### config.mk
export PLATFORM = sky130hd
export DESIGN_NAME = cmp_result_display
export DESIGN_NICKNAME = d
export VERILOG_FILES = /design/src/rtl/cmp_result_display.sv
export SDC_FILE = /design/constraint.sdc
export NUM_CORES = 1
export LEC_CHECK = 0
export ABC_AREA = 0
export BUFFER_PORTS_ARGS = -buffer_cell sky130_fd_sc_hd__buf_2
export CAP_MARGIN = 20
export CORE_UTILIZATION = 45
export CTS_CLUSTER_SIZE = 20
export DETAILED_ROUTE_END_ITERATION = 12
export GPL_TIMING_DRIVEN = 0
export PLACE_DENSITY = 0.66
export SLEW_MARGIN = 15
export SYNTH_ARGS = -nofsm -noshare
export SYNTH_HDL_FRONTEND = slang
export SYNTH_SLANG_ARGS = --single-unit
export TNS_END_PERCENT = 10
### constraint.sdc
create_clock -name clk -period 2.8 [get_ports clk]
set_input_delay 0.56 -clock clk [delete_from_list [all_inputs] [get_ports clk]]
set_output_delay 0.56 -clock clk [all_outputs]
set_load 0.02 [all_outputs]
### src/rtl/cmp_result_display.sv
// cmp_result_display: samples the 2-bit comparator operands and flags once per
// display frame, validates the flags and drives the 4-digit seven-segment scan
// (A, B, blank, result glyph). Keeps a saturating count of invalid samples.
// Optional feature macro: CMP_DISP_CHECK_EN adds a check that the flag agrees
// with the captured operands.
module cmp_result_display #(
  parameter int REFRESH_DIV = 100000
) (
  input  logic       clk,
  input  logic       rst,
  input  logic [1:0] a,
  input  logic [1:0] b,
  input  logic       less,
  input  logic       equal,
  input  logic       greater,
  output logic [3:0] an,
  output logic [6:0] seg,
  output logic       dp,
  output logic       err,
  output logic [7:0] err_cnt
);

  localparam int CW = $clog2(REFRESH_DIV);
  localparam logic [CW-1:0] REF_LAST = CW'(REFRESH_DIV - 1);

  localparam logic [6:0] SEG_BLANK = 7'b1111111;
  localparam logic [6:0] SEG_L     = 7'b1000111;
  localparam logic [6:0] SEG_EQ    = 7'b0110111;
  localparam logic [6:0] SEG_G     = 7'b1000010;
  localparam logic [6:0] SEG_DASH  = 7'b0111111;

  logic [CW-1:0] ref_cnt;
  logic [1:0]    digit_sel;
  logic [1:0]    a_q, b_q;
  logic [2:0]    flags_q;
  logic          err_q;
  logic [7:0]    cnt_q;

  logic [2:0] flags_in;
  logic       ref_wrap, sample;
  logic       onehot_bad, mismatch, sample_bad;

  assign flags_in = {less, equal, greater};
  assign ref_wrap = (ref_cnt == REF_LAST);
  // End of frame: last cycle of the last digit slot.
  assign sample   = ref_wrap && (digit_sel == 2'd3);

  // Flag validity of the value being captured this cycle
  always_comb begin
    onehot_bad = 1'b1;
    case (flags_in)
      3'b100, 3'b010, 3'b001: onehot_bad = 1'b0;
      default:                onehot_bad = 1'b1;
    endcase
  end

`ifdef CMP_DISP_CHECK_EN
  assign mismatch = (less && (a >= b)) || (equal && (a != b)) || (greater && (a <= b));
`else
  assign mismatch = 1'b0;
`endif

  assign sample_bad = onehot_bad | mismatch;

  // Refresh timing, digit scan and end-of-frame capture
  always_ff @(posedge clk) begin
    if (rst) begin
      ref_cnt   <= '0;
      digit_sel <= 2'd0;
      a_q       <= 2'd0;
      b_q       <= 2'd0;
      flags_q   <= 3'b010;
      err_q     <= 1'b0;
      cnt_q     <= 8'd0;
    end else begin
      ref_cnt <= ref_wrap ? '0 : ref_cnt + CW'(1);
      if (ref_wrap) digit_sel <= digit_sel + 2'd1;
      if (sample) begin
        a_q     <= a;
        b_q     <= b;
        flags_q <= flags_in;
        err_q   <= sample_bad;
        if (sample_bad && (cnt_q != 8'hff)) cnt_q <= cnt_q + 8'd1;
      end
    end
  end

  function automatic logic [6:0] hex_glyph(input logic [1:0] v);
    case (v)
      2'd0:    hex_glyph = 7'b1000000;
      2'd1:    hex_glyph = 7'b1111001;
      2'd2:    hex_glyph = 7'b0100100;
      default: hex_glyph = 7'b0110000;
    endcase
  endfunction

  logic [6:0] res_glyph;

  // Result glyph: invalid overrides, otherwise the one-hot flag picks L/=/G
  always_comb begin
    res_glyph = SEG_DASH;
    if (!err_q) begin
      case (flags_q)
        3'b100:  res_glyph = SEG_L;
        3'b010:  res_glyph = SEG_EQ;
        3'b001:  res_glyph = SEG_G;
        default: res_glyph = SEG_DASH;
      endcase
    end
  end

  // Display decode from registered state only
  always_comb begin
    an  = 4'b1110;
    seg = res_glyph;
    dp  = 1'b1;
    case (digit_sel)
      2'd0: begin
        an  = 4'b1110;
        seg = res_glyph;
        dp  = ~err_q;
      end
      2'd1: begin
        an  = 4'b1101;
        seg = SEG_BLANK;
      end
      2'd2: begin
        an  = 4'b1011;
        seg = hex_glyph(b_q);
      end
      default: begin
        an  = 4'b0111;
        seg = hex_glyph(a_q);
      end
    endcase
  end

  assign err     = err_q;
  assign err_cnt = cnt_q;

endmodule

# == After elaboration in Yosys (flattened, before gate mapping) ==
# Index checks and enable logic that the tools add are counted.
# classes
bitwise_logic,1
shifts,0
n_div,0
n_reduce_logical,8
n_mux,8
n_lt_le_gt_ge,0
multipliers,0
n_eq_ne,15
n_addsub,3
# op_table
cell,count
$pmux W7 S3,4
$add A17 B1 Y17 const B,1
$eq A17 B17 Y1 const B,1
$pmux W4 S3,1
$add A8 B1 Y8 const B,1
$eq A2 B2 Y1 const B,4
$ne A8 B8 Y1 const B,1
$mux W7,1
$eq A2 B1 Y1 const B,3
$eq A3 B1 Y1 const B,2
$eq A3 B2 Y1 const B,2
$eq A3 B3 Y1 const B,2
$logic_not A2 Y1,3
$reduce_or A3 Y1,1
$add A2 B1 Y2 const B,1
$logic_and A1 B1 Y1,2
$mux W1,2
$reduce_and A2 Y1,1
$reduce_or A2 Y1,1
$not A1 Y1,1
# word_totals
output_inout_bits,21
n_memories,0
regBits,35
word_cells,42
input_bits,9
rom_bits,0
mem_bits_rw,0
latchBits,0

# == Depth between registers and ports, before layout ==
# Gate-level depths: netlist (run 1).
# depth
depth_word,5
mapped_depth,8
mapped_depth_nobuf,6

# == Worst setup path before layout (run 1) ==
# OpenSTA, ideal clock, no wires.
# synth_timing
kind,reg-to-output
start,register digit_sel[0]
end,output seg[5]
required_time_ns,2.240
n_path_buf,0
arrival_time_ns,1.579
slack_ns,0.661
stages_incl_launch_ff,7
cell_sequence,dfxtp_1 inv_1 ha_1 nor4bb_1 a2111oi_0 and2_1 a32oi_1
# synth_via
elab_chain_cells,2
elab_cells_between_ends,4
classes_between,eq/ne: 2; mux: 1; reduce/logical: 1
# synth_rtl
item,line_no,source
from (decl),33,logic [1:0] digit_sel;
from (signal assigned),77,if (ref_wrap) digit_sel <= digit_sel + 2'd1;
"$eq A2 B2 Y1, or another cell as far along",117,case (digit_sel)
$pmux W7 S3 (*),117,
to (decl),17,"output logic [6:0] seg,"
# Every way passes the cells marked *; elsewhere a longest branch is shown, timed or not.

# == Worst setup path in the final report (run 1) ==
# Ends and elaborated chain as after synthesis.

==> flow_summary.json, run 1 <==
{
  "drc": 0,
  "crit_fanout": 6,
  "start_kind": "register",
  "p_leak_nw": 0.806,
  "post_cts_resized": 0,
  "hold_violations": 0,
  "synthDistinctLibCells": 38,
  "syn-num-nets": 236,
  "final_common_cell": "dfxtp_1",
  "htreeDepth": 2,
  "grt_setup_unrepaired": "no",
  "worstHoldPathType": "reg2reg",
  "cts_made_buffers": 5,
  "postCtsSetupRepairBufs": 0,
  "pwr_density_cell_nw_per_um2": 422,
  "period_needed_ns": 2.57,
  "worstMarginPinSlew_ns": 0.704,
  "synth.ff_latch_count": 35,
  "wire_per_inst_um": 12.4,
  "grt_pass1_vias": 1449,
  "postCtsHoldBufs": 0,
  "drtPass1Iterations": 4,
  "synth-simple-area-share_pct": 25.4,
  "grt.total_usage_pct": 19.5,
  "skew_ns": 0.0111,
  "antenna_found_initial": 0,
  "arrival_ns": 2.01,
  "synthXorXnorAreaFrac_pct": 10.0,
  "fin_crit_sh_pct": 91.9,
  "die_y_um": 65.8,
  "port_buffers": 28,
  "antenna_cells": 0,
  "drt_iter0_drc": 75,
  "grt_max_degree": 12,
  "ios": 30,
  "yosys_warnings": 0,
  "finalMaxSlewViolations": 0,
  "cts_tree": "done",
  "root_buffer": "clkbuf_8",
  "drive_gt1_share_pct": 17.0,
  "dp_hpwl_um": 2680,
  "fillCellCount": 370,
  "seq_area_frac_synth_pct": 38.3,
  "postSynthAreaPerCell_um2": 8.44,
  "fin_nets": 271,
  "core_um2": 3770,
  "num_vias": 1577,
  "ant_nets": 0,
  "hold_ws_ns": 0.468,
  "syn_inst": 217,
  "clk_latency_ns": 0.30,
  "synth_fa_ha_area_share_pct": 6.84,
  "cts_num_sinks": 35,
  "postRouteWirelength_um": 3730,
  "cpLargestDelayFamily": "flip-flops",
  "synth_top_family_by_area": "simple AND/OR/NAND/NOR gates",
  "fin_setup_tns_ns": 0,
  "die_area_um2": 4330,
  "layout_setup_ws_ns": 0.226,
  "critical_path_class": "reg2out",
  "clock.fmax_mhz": 389,
  "slew_headroom_pct": 52.6,
  "cp_cell_sequence": "inv_1 > ha_1 > nor4bb_1 > a2111oi_0 > and2_1 > a32oi_1 > buf_2",
  "gp_congestion": 0.817,
  "cap_viol_max_count": 0,
  "slowest_stage": "dfxtp_2",
  "synth-compound-area-share_pct": 13.7,
  "ir_drop_uv": 240,
  "synth_mux_area_share_pct": 0.547,
  "die_w_um": 65.8,
  "max_stage_delay_ns": 0.39,
  "cts.path.max_buffers": 2,
  "path_clk_slew_ns": 0.07,
  "syn_to_final_growth_pct": 15.7,
  "final-setup-viol-count": 0,
  "status": "completed",
  "row_count": 22,
  "required_ns": 2.24,
  "syn-cell-area_um2": 1830,
  "final_cell_mix": "33 x dfxtp_1, 29 x buf_2, 27 x nor2_1",
  "grt_pass1_wl_um": 6350,
  "place_ws_ns": 0.447,
  "crit_buf_inv": 2,
  "post_drt_via_cell_ratio": 5.24,
  "worstSetupEndpointType": "primary output",
  "grt.overflow.total": 0,
  "initial_core_util_pct": 48.5
}
[sequential cells by signal, indices dropped and copies added (netlist names)]
| name | cells |
|---|---|
| ref_cnt | 17 |
| b_q | 2 |
| err | 1 |
| digit_sel | 2 |
| flags_q | 3 |
| a_q | 2 |
| err_cnt | 8 |
[logic make-up after synthesis]
kind of cell,count (synthesis)
XOR/XNOR,21
flip-flops,35
buffers and inverters,21
adder cells (fa/ha/maj),10
AO/OA/AOI/OAI,43
multiplexers,1
AND/OR/NAND/NOR,86
[stage by stage]
stage	utilization (%)	total power, W	cell area (um^2)	std cells
after floorplan	-	0.000532	1830	217
after global placement	53.8	0.000544	2030	293
after detailed placement	53.8	0.000544	2030	293
after CTS	56.1	0.000907	2120	301
after global routing	56.2	0.000932	2120	301
final	56.2	0.000894	2120	301
[path summary, 6_finish.rpt]
kind                              startpoint         end  slack [ns]  cells after the start
worst max register to register    ref_cnt[0]  err_cnt[7]        0.70                      7
worst max-delay path            digit_sel[0]      seg[5]        0.23                      7
worst min-delay path              ref_cnt[0]  ref_cnt[0]        0.47                      1
worst min register to register    ref_cnt[0]  ref_cnt[0]        0.47                      1
[synth_stat cells]
cell type | count | area, um^2
nand4b_1 | 1 | 8.76
or4_1 | 2 | 15.0
a32oi_1 | 1 | 8.76
a211o_1 | 1 | 8.76
nand2_1 | 15 | 56.3
xnor2_1 | 8 | 70.1
ha_1 | 10 | 125
nand4_4 | 1 | 21.3
o41ai_1 | 1 | 8.76
nor3_1 | 2 | 10.0
nor2b_1 | 3 | 18.8
or2_1 | 1 | 6.26
inv_1 | 14 | 52.6
mux2i_1 | 1 | 10.0
dfxtp_1 | 35 | 701
buf_2 | 1 | 5.00
nor2_1 | 27 | 101
a21oi_1 | 20 | 100
nor4b_1 | 3 | 26.3
nand3_1 | 7 | 35.0
nor4bb_1 | 3 | 30.0
nand4_1 | 7 | 43.8
or3_1 | 3 | 18.8
o211a_1 | 1 | 10.0
nand2b_1 | 1 | 6.26
o21ai_0 | 13 | 65.1
o31ai_1 | 2 | 15.0
xor2_1 | 13 | 114
a2111oi_0 | 2 | 17.5
and3_1 | 4 | 25.0
o21ai_2 | 1 | 8.76
and4_1 | 2 | 17.5
clkbuf_1 | 4 | 15.0
a211oi_1 | 1 | 7.51
nor4_1 | 1 | 6.26
and2_1 | 2 | 12.5
buf_6 | 2 | 22.5
or2_2 | 1 | 6.26
[worst register-to-register path: cells and delay by family (launching register included)]
family          cells  cell delay, ns
fa+ha+maj           1            0.22
buf+inv             1            0.14
compound gates      1            0.15
flops               1            0.38
simple gates        4            1.14
[report_power, final]
| group | internal (W) | switching (W) | total [W] |
|---|---|---|---|
| clock | 0.000174 | 0.000187 | 0.000361 |
| combinational | 0.0000102 | 0.0000181 | 0.0000283 |
| sequential | 0.000501 | 0.00000353 | 0.000505 |
| total | 0.000685 | 0.000209 | 0.000894 |
[layout make-up]
type,count,area [um^2],area share (%)
Tap cell,48,60.1,2.84
Clock buffer,6,72.6,3.43
Multi-Input combinational cell,161,1030,48.8
Inverter,14,52.6,2.48
Timing Repair Buffer,28,140,6.62
Sequential cell,35,703,33.2
Clock inverter,2,12.5,0.591
Buffer,7,42.5,2.01
[routing by layer]
metal	vias up	track usage (%)	share of wire (%)
li1	820	-	-
met1	714	24.7	50
met2	35	30.4	43
met3	8	5.69	5.0
met4	0	8.70	1.4
met5	-	0	0
(Power assumes the default switching activity.)
==> run 2, diff against run 1 <==
--- a/config.mk
+++ b/config.mk
@@ -13,6 +13,7 @@
 export DETAILED_ROUTE_END_ITERATION = 12
 export GPL_TIMING_DRIVEN = 0
 export PLACE_DENSITY = 0.66
+export RECOVER_POWER = 100
 export SLEW_MARGIN = 15
 export SYNTH_ARGS = -nofsm -noshare
 export SYNTH_HDL_FRONTEND = slang
==> run 2 against run 1 <==
Effect of this change:
- sequential power about the same
- register-to-register slack worse by 0.34 ns
- sequential share of layout area up 0.84 points
- clock skew up 0.0012 ns
- non-clock buffer count unchanged
- routed wire length down 0.51%
- utilization down 1.4 points
- via count up 0.13%
- setup slack worse by 0.0016 ns
- critical path type unchanged
==> flow_summary.json, run 2 (same netlist as run 1, synthesis figures left out) <==
{
  "ios": 30,
  "r2r_cells": 8,
  "worstHoldEndpoint": "ref_cnt[0]",
  "drtPass1Iterations": 4,
  "hold_path_startpoint": "ref_cnt[0]",
  "regMostFlops": "ref_cnt",
  "postCtsHoldBufs": 0,
  "switchingPower_w": 0.000209,
  "die_area_um2": 4330,
  "ir_drop_uv": 240,
  "worstHoldPathCells": 1,
  "clk_latency_ns": 0.30,
  "final_cell_mix": "33 x dfxtp_1, 27 x nor2_1, 25 x clkbuf_1",
  "antenna_cells": 0,
  "hold_violations": 0,
  "clock.fmax_mhz": 388,
  "final_common_cell": "dfxtp_1",
  "drive_gt1_share_pct": 8.70,
  "status": "completed",
  "htreeDepth": 2,
  "cap_viol_max_count": 0,
  "drt_iter0_drc": 73,
  "arrival_ns": 2.02,
  "r2r_end": "ref_cnt[15]",
  "port_buffers": 28,
  "num_vias": 1579,
  "wire_per_inst_um": 12.3,
  "fillCellCount": 385,
  "pwr-share-seq_pct": 56.5,
  "die_w_um": 65.8,
  "comb_power_share_pct": 3.1,
  "skew_ns": 0.0123,
  "period_needed_ns": 2.58,
  "grt.overflow.total": 0,
  "drc": 0,
  "fin_crit_sh_pct": 92.0,
  "grt_pass1_wl_um": 6350,
  "core_um2": 3770,
  "slew_headroom_pct": 52.8,
  "cts.path.max_buffers": 2,
  "antenna_found_initial": 0,
  "p_leak_nw": 0.740,
  "dp_hpwl_um": 2680,
  "worstMarginPinSlew_ns": 0.702,
  "final-seq-area_um2": 703,
  "clockPowerShare_pct": 40.4,
  "grt_max_degree": 12,
  "fin_setup_tns_ns": 0,
  "path_clk_slew_ns": 0.07,
  "cts_tree": "done",
  "start_kind": "register",
  "row_count": 22,
  "finalMaxSlewViolations": 0,
  "post_drt_via_cell_ratio": 5.25,
  "cts_num_sinks": 35,
  "postRouteWirelength_um": 3720,
  "die_y_um": 65.8,
  "power_report.internal_total_w": 0.000685,
  "power_w": 0.000893,
  "initial_core_util_pct": 48.5,
  "gp_congestion": 0.817,
  "pwr_density_cell_nw_per_um2": 432,
  "grt_setup_unrepaired": "no",
  "final-setup-viol-count": 0,
  "critical_path_class": "reg2out",
  "largest_reg_flops": 17,
  "postCtsSetupRepairBufs": 0,
  "syn_to_final_growth_pct": 12.9,
  "crit_fanout": 6,
  "fin_nets": 271,
  "worstHoldPathType": "reg2reg",
  "ant_nets": 0,
  "grt.total_usage_pct": 19.5,
  "multi_input_comb_area_um2": 1020,
  "root_buffer": "clkbuf_8",
  "worstSetupEndpointType": "primary output",
  "grt_pass1_vias": 1449,
  "cts_made_buffers": 5,
  "r2r_start": "ref_cnt[0]",
  "required_ns": 2.24,
  "rrSetupSlack_ns": 0.36,
  "switching_share_pct": 23.3
}
run 2: worst max-delay path: stages, from the launching register on:
cell	delay [ns]
dfxtp_2	0.39
inv_1	0.11
ha_1	0.28
nor4bb_1	0.17
a2111oi_0	0.33
and2_1	0.21
a32oi_1	0.07
clkbuf_2	0.17
run 2: layer usage:
layer / vias to the layer above / GRT usage (%) / part of all wire [%]
met3: 9 / 5.69 / 3.9
li1: 823 / - / -
met4: 0 / 8.70 / 1.7
met5: - / 0 / 0
met2: 33 / 30.4 / 42
met1: 714 / 24.7 / 52
run 2: worst max path at each step:
stage	from	end	slack (ns)	cells past startpoint
detailed placement	digit_sel[0]	seg[5]	0.45	7
finish	digit_sel[0]	seg[5]	0.22	7
floorplan	digit_sel[0]	seg[5]	0.66	6
global route	digit_sel[0]	seg[5]	0.04	7
CTS	digit_sel[0]	seg[5]	0.12	7
global placement	digit_sel[0]	seg[5]	0.42	7
run 2: what timing repair did:
| item | 4_1_cts | 5_1_grt |
|---|---|---|
| endpoints found under the hold margin | 0 | 0 |
| gates resized for setup | 0 | 2 |
| setup endpoints to repair | 0 | 2 |
run 2: area by class of cell:
type	count	area share, %
Clock inverter	2	0.606
Multi-Input combinational cell	161	49.4
Sequential cell	35	34.0
Tap cell	48	2.91
Timing Repair Buffer	28	5.75
Buffer	7	1.27
Inverter	14	2.54
Clock buffer	6	3.51
run 2: power by group through the flow:
| stage | Clock (W) | Sequential, W | Combinational (W) |
|---|---|---|---|
| detailed placement | 0 | 0.000516 | 0.0000283 |
| global route | 0.000395 | 0.000505 | 0.0000311 |
| floorplan | 0 | 0.000516 | 0.0000168 |
| global placement | 0 | 0.000516 | 0.0000279 |
| CTS | 0.000374 | 0.000505 | 0.0000285 |
| finish | 0.000361 | 0.000505 | 0.0000275 |
run 2: stage by stage:
step / util (%) / setup slack (ns) / cell area (um^2) / hold slack (ns) / cells
after floorplan: - / 0.661 / 1830 / 0.430 / 217
after global placement: 53.8 / 0.415 / 2030 / 0.443 / 293
after detailed placement: 53.8 / 0.447 / 2030 / 0.452 / 293
after CTS: 56.1 / 0.119 / 2120 / 0.468 / 301
after global routing: 54.8 / 0.0374 / 2070 / 0.513 / 301
final: 54.8 / 0.224 / 2070 / 0.467 / 301
==> run 3, diff against run 2 <==
--- a/config.mk
+++ b/config.mk
@@ -8,6 +8,7 @@
 export ABC_AREA = 0
 export BUFFER_PORTS_ARGS = -buffer_cell sky130_fd_sc_hd__buf_2
 export CAP_MARGIN = 20
+export CORE_MARGIN = 1.5
 export CORE_UTILIZATION = 45
 export CTS_CLUSTER_SIZE = 20
 export DETAILED_ROUTE_END_ITERATION = 12
==> run 3 against run 2 <==
Effect of this change:
- critical path type unchanged
- clock skew decreased by 0.0057 ns
- clock power about the same
- sequential share of layout area fell by 0.37 points
- global-route usage down 2.2 points
- fmax decreased by 2.7%
- critical endpoint unchanged
- cell count grew 0.33%
==> flow_summary.json, run 3 (same netlist as run 1, synthesis figures left out) <==
{
  "die_area_um2": 4460,
  "crit_fanout": 6,
  "cpLargestDelayFamily": "compound AO/OA/AOI/OAI gates",
  "finalMaxSlewViolations": 0,
  "post_drt_via_cell_ratio": 5.16,
  "path_clk_slew_ns": 0.07,
  "clk_latency_ns": 0.28,
  "skew_ns": 0.00655,
  "cts_num_sinks": 35,
  "final_common_cell": "dfxtp_1",
  "ant_nets": 0,
  "core_um2": 3940,
  "grt_pass1_wl_um": 5890,
  "ir_drop_uv": 294,
  "grt_setup_unrepaired": "no",
  "drtPass1Iterations": 4,
  "max_stage_delay_ns": 0.42,
  "hold_ws_ns": 0.470,
  "grt.overflow.total": 0,
  "critical_path_class": "reg2out",
  "slowest_stage": "dfxtp_1",
  "syn_to_final_growth_pct": 13.9,
  "initial_core_util_pct": 46.4,
  "fin_crit_sh_pct": 94.5,
  "regMostFlops": "ref_cnt",
  "grt.total_usage_pct": 17.3,
  "row_count": 23,
  "final_cell_mix": "34 x dfxtp_1, 27 x nor2_1, 24 x clkbuf_1",
  "fin_setup_tns_ns": 0,
  "crit_buf_inv": 2,
  "slew_headroom_pct": 52.9,
  "clock.fmax_mhz": 378,
  "worstSetupEndpointType": "primary output",
  "period_needed_ns": 2.65,
  "die_y_um": 66.8,
  "ios": 30,
  "antenna_found_initial": 0,
  "cts_tree": "done",
  "worstMarginPinSlew_ns": 0.700,
  "gp_congestion": 0.778,
  "dp_hpwl_um": 2650,
  "pwr_density_cell_nw_per_um2": 428,
  "cts.path.max_buffers": 2,
  "num_vias": 1559,
  "hold_violations": 0,
  "finish.instance_area_um2": 2080,
  "power_w": 0.000893,
  "wire_per_inst_um": 11.8,
  "required_ns": 2.24,
  "dp.cells": 295,
  "start_kind": "register",
  "root_buffer": "clkbuf_8",
  "p_leak_nw": 0.744,
  "drive_gt1_share_pct": 8.73,
  "grt_max_degree": 11,
  "htreeDepth": 2,
  "drt_iter0_drc": 73,
  "fillCellCount": 410,
  "fin_nets": 271,
  "largest_reg_flops": 17,
  "antenna_cells": 0,
  "grt_pass1_vias": 1349,
  "worstHoldPathType": "reg2reg",
  "port_buffers": 28,
  "cap_viol_max_count": 0,
  "fin_cells": 302,
  "die_w_um": 66.8,
  "arrival_ns": 2.09,
  "cts_made_buffers": 5,
  "postCtsHoldBufs": 0,
  "postCtsSetupRepairBufs": 0,
  "postRouteWirelength_um": 3560,
  "dpl_cell_area_um2": 2030,
  "cp_cell_sequence": "inv_1 > ha_1 > nor4bb_1 > a2111oi_0 > and2_1 > a32oi_1 > clkbuf_2",
  "drc": 0,
  "status": "completed",
  "final-setup-viol-count": 0
}
==> run 3: changes by cell type in the layout (fill, tap and decap cells not counted) <==
cell | previous run | this run
dfxtp_2 | 2 | 1
buf_2 | 10 | 9
clkinvlp_4 | 1 | 0
clkbuf_1 | 25 | 24
dfxtp_1 | 33 | 34
nand4_1 | 8 | 7
clkbuf_8 | 5 | 6
clkbuf_2 | 1 | 2
nand4_4 | 0 | 1
==> run 3: through the flow <==
stage | setup WS, ns | utilization [%]
2_1_floorplan | 0.661 | -
3_3_place_gp | 0.421 | 51.6
3_5_place_dp | 0.417 | 51.6
4_1_cts | 0.0947 | 53.8
5_1_grt | 0.0291 | 52.9
6_report | 0.154 | 52.9
==> run 3: path summary, 6_finish.rpt <==
path                                    from         end  slack (ns)  cells past startpoint
worst max-delay path            digit_sel[1]      seg[5]        0.15                      7
worst min-delay path              ref_cnt[0]  ref_cnt[0]        0.47                      1
worst max register to register    ref_cnt[0]  err_cnt[6]        0.42                      8
worst min register to register    ref_cnt[0]  ref_cnt[0]        0.47                      1
==> run 3: repair_timing <==
item | in CTS | in global routing
endpoints found under the hold margin | 0 | 0
resized for setup | 0 | 1
endpoints found under the setup margin | 0 | 2
==> run 3: layer usage <==
layer / vias to the layer above / share of wire, % / GRT usage [%]
met4: 0 / 1.7 / 7.65
met3: 6 / 3.8 / 4.05
met1: 705 / 52 / 22.3
met2: 25 / 42 / 27.5
met5: - / 0 / 0
li1: 823 / - / -
==> run 3: power by group <==
group          total (W)  switching, W  leakage (nW)  internal [W]
Clock           0.000361      0.000168        0.0470      0.000193
Sequential      0.000505    0.00000341         0.283      0.000501
Combinational  0.0000271     0.0000170         0.414     0.0000101
==> run 3: area by class of cell <==
| class | count | area [um^2] | share of cell area (%) |
|---|---|---|---|
| clock inverter | 1 | 5.00 | 0.240 |
| buffer | 7 | 27.5 | 1.32 |
| clock buffer | 6 | 82.6 | 3.96 |
| inverter | 14 | 52.6 | 2.52 |
| tap | 50 | 62.6 | 3.00 |
| multi-input combinational | 161 | 1030 | 49.6 |
| timing repair buffer | 28 | 118 | 5.64 |
| sequential | 35 | 702 | 33.7 |
==> run 3: worst register-to-register path: cells and delay by family, from the launching register on <==
| kind | cells | cell delay, ns |
|---|---|---|
| adder cells (fa/ha/maj) | 1 | 0.21 |
| AND/OR/NAND/NOR | 4 | 0.99 |
| flip-flops | 1 | 0.37 |
| buffers and inverters | 2 | 0.59 |
| AO/OA/AOI/OAI | 1 | 0.14 |
